--- src/rtl/execute_unit.sv ---
`default_nettype none
// ============================================================================
//  Module   : execute_unit
//  Brief    : Execute stage feeding the 8x8 register file writeback port.
//             Single-cycle ALU ops plus an iterative shift-add signed MUL.
//  Revision : 1.0 - initial release
// ============================================================================
module execute_unit #(
    parameter int MUL_STEPS = 8
) (
    input  logic       clk,
    input  logic       reset,
    input  logic       in_valid,
    output logic       in_ready,
    input  logic [2:0] op,
    input  logic [7:0] src_a,
    input  logic [7:0] src_b,
    input  logic [2:0] dst,
    output logic       wb_en,
    output logic [2:0] wb_reg,
    output logic [7:0] wb_data,
    output logic       ovf
);

    localparam int                 c_CNT_W  = $clog2(MUL_STEPS);
    localparam logic [c_CNT_W-1:0] c_LAST   = c_CNT_W'(MUL_STEPS - 1);

    localparam logic [2:0] c_OP_ADD = 3'b000;
    localparam logic [2:0] c_OP_SUB = 3'b001;
    localparam logic [2:0] c_OP_AND = 3'b010;
    localparam logic [2:0] c_OP_OR  = 3'b011;
    localparam logic [2:0] c_OP_XOR = 3'b100;
    localparam logic [2:0] c_OP_SLT = 3'b101;
    localparam logic [2:0] c_OP_MUL = 3'b110;

    typedef enum logic [0:0] {
        S_IDLE = 1'b0,
        S_MUL  = 1'b1
    } state_t;

    state_t             r_state;
    logic [c_CNT_W-1:0] r_count;
    logic [15:0]        r_acc;
    logic [15:0]        r_mcand;
    logic [8:0]         r_mplier;
    logic               r_sign;
    logic [2:0]         r_dst;
    logic               r_wb_en;
    logic [2:0]         r_wb_reg;
    logic [7:0]         r_wb_data;
    logic               r_ovf;

    logic [8:0]         w_add;
    logic [8:0]         w_sub;
    logic [8:0]         w_mag_a;
    logic [8:0]         w_mag_b;
    logic [15:0]        w_step_acc;
    logic [15:0]        w_prod;
    logic               w_mul_ovf;

    // 9-bit sums: the extra bit exposes signed overflow and lets -128 negate to +128
    assign w_add   = {src_a[7], src_a} + {src_b[7], src_b};
    assign w_sub   = {src_a[7], src_a} - {src_b[7], src_b};
    assign w_mag_a = src_a[7] ? (9'd0 - {src_a[7], src_a}) : {1'b0, src_a};
    assign w_mag_b = src_b[7] ? (9'd0 - {src_b[7], src_b}) : {1'b0, src_b};

    assign w_step_acc = r_acc + (r_mplier[0] ? r_mcand : 16'd0);
    assign w_prod     = r_sign ? (16'd0 - w_step_acc) : w_step_acc;
    // Fits in 8 signed bits only when bits 15..7 are all equal
    assign w_mul_ovf  = ~((&w_prod[15:7]) | ~(|w_prod[15:7]));

    assign in_ready = (r_state == S_IDLE);
    assign wb_en    = r_wb_en;
    assign wb_reg   = r_wb_reg;
    assign wb_data  = r_wb_data;
    assign ovf      = r_ovf;

    always_ff @(posedge clk or posedge reset) begin
        if (reset) begin
            r_state   <= S_IDLE;
            r_count   <= '0;
            r_acc     <= '0;
            r_mcand   <= '0;
            r_mplier  <= '0;
            r_sign    <= 1'b0;
            r_dst     <= '0;
            r_wb_en   <= 1'b0;
            r_wb_reg  <= '0;
            r_wb_data <= '0;
            r_ovf     <= 1'b0;
        end else begin
            r_wb_en <= 1'b0;
            case (r_state)
                S_IDLE: begin
                    if (in_valid) begin
                        case (op)
                            c_OP_ADD: begin
                                r_wb_en   <= 1'b1;
                                r_wb_reg  <= dst;
                                r_wb_data <= w_add[7:0];
                                r_ovf     <= w_add[8] ^ w_add[7];
                            end
                            c_OP_SUB: begin
                                r_wb_en   <= 1'b1;
                                r_wb_reg  <= dst;
                                r_wb_data <= w_sub[7:0];
                                r_ovf     <= w_sub[8] ^ w_sub[7];
                            end
                            c_OP_AND, c_OP_OR, c_OP_XOR, c_OP_SLT: begin
                                r_wb_en  <= 1'b1;
                                r_wb_reg <= dst;
                                r_ovf    <= 1'b0;
                                case (op)
                                    c_OP_AND: r_wb_data <= src_a & src_b;
                                    c_OP_OR:  r_wb_data <= src_a | src_b;
                                    c_OP_XOR: r_wb_data <= src_a ^ src_b;
                                    default:  r_wb_data <= {7'd0, $signed(src_a) < $signed(src_b)};
                                endcase
                            end
                            c_OP_MUL: begin
                                r_state  <= S_MUL;
                                r_count  <= '0;
                                r_acc    <= '0;
                                r_mcand  <= {7'd0, w_mag_a};
                                r_mplier <= w_mag_b;
                                r_sign   <= src_a[7] ^ src_b[7];
                                r_dst    <= dst;
                            end
                            default: ; // NOP: accepted, no writeback
                        endcase
                    end
                end
                S_MUL: begin
                    r_acc    <= w_step_acc;
                    r_mcand  <= r_mcand << 1;
                    r_mplier <= r_mplier >> 1;
                    r_count  <= r_count + 1'b1;
                    if (r_count == c_LAST) begin
                        r_state   <= S_IDLE;
                        r_wb_en   <= 1'b1;
                        r_wb_reg  <= r_dst;
                        r_wb_data <= w_prod[7:0];
                        r_ovf     <= w_mul_ovf;
                    end
                end
                default: r_state <= S_IDLE;
            endcase
        end
    end

endmodule
`default_nettype wire

--- config.mk ---
export PLATFORM = sky130hd
export DESIGN_NAME = execute_unit
export DESIGN_NICKNAME = d
export VERILOG_FILES = /design/src/rtl/execute_unit.sv
export SDC_FILE = /design/constraint.sdc
export NUM_CORES = 1
export LEC_CHECK = 0
export CAP_MARGIN = 10
export CORE_MARGIN = 2
export CORE_UTILIZATION = 55
export DETAILED_ROUTE_END_ITERATION = 7
export PLACE_DENSITY = 0.78
export SLEW_MARGIN = 20
export SYNTH_ARGS = -nofsm -noshare
export SYNTH_HDL_FRONTEND = slang
export SYNTH_SLANG_ARGS = --single-unit
--- constraint.sdc ---
create_clock -name clk -period 3.8 [get_ports clk]
set_input_delay 0.76 -clock clk [delete_from_list [all_inputs] [get_ports clk]]
set_output_delay 0.76 -clock clk [all_outputs]
set_load 0.02 [all_outputs]
==> metrics.yaml <==
sta:
  setup_violations: 1
  period_share: 1.04
  rsz0062_at_grt: "yes"
  fin_ws_ns: -0.171
  worst_slew_pin_slew_ns: 0.695
  timing.slew.headroom: 0.533
  tns_ns: -0.171
  max_freq_mhz: 252
  fin_skew_ns: 0.00852
  hold_violations: 0
  drv_slew: 0
  period_needed_ns: 3.97
worst_setup_path:
  crit_required_ns: 4.03
  rr_startpoint: "r_mplier[0]"
  cp_data_arrival_time_ns: 4.20
  critPathLaunchType: "flop"
  crit_path_max_fanout: 13
  r2r_cells: 14
  criticalPathCategory: "flop to flop"
  r2r_slack_ns: -0.17
  worstReg2RegEnd: "ovf"
  endpoint_kind: "flop"
finish:
  area_delta_synth_final_pct: 22.0
  multi_input_area_um2: 3760
  n_antenna_cell: 0
  ff_latch_area_um2: 1550
  nFillCells: 867
  finalInstanceArea_um2: 6850
  layout_commonest_cell: "nand2_1"
  final_cell_mix: "nand2_1 (104), buf_4 (79), o21ai_0 (73), dfrtp_1 (61), a21oi_1 (59)"
  finalNonFillerCells: 941
  utilization: 0.698
  drive_above_1_share: 0.165
  num-nets-final: 876
  reg_top3: "r_acc (16), r_mcand (16), r_mplier (9)"
routing:
  first_iter_violations: 338
  drc: 0
  dr_total_vias: 5606
  dr.pass1.iters: 5
  vias_per_cell: 5.96
  avgRoutedWirePerCell_um: 16.4
  ant_nets: 0
  drt-total-wl_mm: 15.4
run_status:
  violations: "negative setup slack"
  outcome: "complete, but fails checks"
cts:
  clock_sinks: 62
  h-tree-depth: 3
  cts_tree: "yes"
  root_buffer: "clkbuf_8"
  cts_buffer_depth: 2
  postCtsSetupBuffers: 0
  numCtsBuffers: 9
  clk_pin_slew_ns: 0.07
  clk_latency_ns: 0.35
synth:
  ys_seq_area_frac: 0.276
  async_flop_share: 1.00
  syn_inst: 714
  synth_edf_count: 0
  syn-cell-area_um2: 5610
  synth_cell_types: 80
  yosysTopAreaCell: "dfrtp_1"
  ys_ff_latch: 62
  post_synth.cell_area_avg_um2: 7.86
  yosys_warnings: 0
  synthesis.nets: 786
  synth_area_leaders: "dfrtp_1 (28%), ha_1 (9.8%), nand2_1 (7.0%)"
  synth.top_cell.area_share: 0.276
  ys.flop_type: "dfrtp_1"
placed_design:
  dpl.cell_count: 926
  place_area_um2: 6620
  io_buffers: 38
  place.gp.congestion: 0.938
  hpwl_mm: 12.1
floorplanning:
  fp.dieArea_um2: 11000
  ios: 39
  die_h_um: 105
  start_util: 0.572
  coreArea_um2: 9820
  die_x_um: 105
  fp-row-count: 36
power_and_ir_drop:
  leakagePower_nw: 3.06
  power_density_nw_per_um2: 626
  irDropWorstVdd_mv: 0.335
global_routing:
  grt_first_pass_wirelength_mm: 26.5
  grt_pass1_vias: 5608
  antenna_found_initial: 0
  overflow: 0
  grt_usage: 0.295
  grt_max_degree: 62
hold_path:
  hold-path-cell-count: 1
  holdPathEnd: "wb_data[0]"
  hp-class: "flop to flop"
  min_from: "wb_data[0]"
run:
  cap_viol_max_count: 0
-- power breakdown --
part	switching (mW)	internal [mW]
clock network	0.259	0.402
registers	0.238	0.916
logic	1.33	1.15
-- cells in the mapped netlist (all sizes together) (5+ instances only) --
master    n
a211oi   13
a21o      5
a21oi    60
a221oi    9
and2     24
buf      10
clkbuf   30
dfrtp    62
ha       44
inv      36
mux2i     7
nand2   104
nand2b    6
nand3    17
nor2     46
nor2b     6
nor3     14
o211ai    9
o21a      7
o21ai    75
o22ai     7
o31ai     5
or3       9
xnor2    26
xor2      5
-- per-stage QoR --
stage	power, mW	setup slack, ns	hold slack [ns]
after floorplan	2.72	-0.225	0.450
after global placement	3.52	-0.203	0.460
after detailed placement	3.59	-0.262	0.473
after CTS	4.28	-0.143	0.487
after global routing	4.63	-0.330	0.507
final	4.29	-0.171	0.479
-- how the worst max path moves through the flow --
stage / start / slack, ns / cells past startpoint / end
final: r_mplier[0] / -0.17 / 14 / ovf
after global routing: r_mplier[0] / -0.33 / 14 / ovf
after CTS: r_mplier[0] / -0.14 / 13 / ovf
after detailed placement: r_mplier[0] / -0.26 / 13 / ovf
after global placement: r_mplier[0] / -0.20 / 12 / ovf
after floorplan: r_mplier[0] / -0.22 / 13 / ovf
-- logic make-up after synthesis --
| kind of cell | share of synthesized area |
|---|---|
| xor gates and xnor gates | 0.0510 |
| muxes | 0.0205 |
| and+or+nand+nor | 0.217 |
| adders and majority gates | 0.109 |
| AOI/OAI and AO/OA | 0.265 |
| buffers and inverters | 0.0615 |
| DFF | 0.276 |
-- cell type report --
| cell class | count | area share |
|---|---|---|
| inverter | 37 | 0.0203 |
| sequential | 62 | 0.227 |
| timing repair buffer | 119 | 0.148 |
| clock buffer | 12 | 0.0226 |
| tap | 133 | 0.0243 |
| multi-input combinational | 575 | 0.548 |
| clock inverter | 3 | 0.00986 |
-- critical path, stage by stage, from the launching register on --
cell and delay [ns]:
dfrtp_1 0.41, buf_4 0.18, and2_1 0.16, ha_1 0.29, buf_4 0.16, a21oi_1 0.24, o21ai_1 0.15, a211o_2 0.34
a22oi_2 0.20, or4b_4 0.53, buf_4 0.16, o21a_1 0.17, o32ai_1 0.10, or4b_1 0.46, o311a_1 0.30
-- what timing repair did --
| item | in CTS | in global routing |
|---|---|---|
| resized for setup | 1 | 2 |
| pin swaps | 5 | 1 |
| endpoints found under the setup margin | 1 | 1 |
| hold buffers | 0 | 0 |
-- layer usage --
metal / GRT usage / part of all wire / up-vias / wire, µm
met5: 0 / 0 / - / 0
met4: 0.141 / 0.038 / 0 / 593
met3: 0.0356 / 0.039 / 46 / 599
met2: 0.505 / 0.50 / 158 / 7660
met1: 0.369 / 0.43 / 2674 / 6560
li1: - / - / 2728 / -
Power figures use the tool's default switching activity.
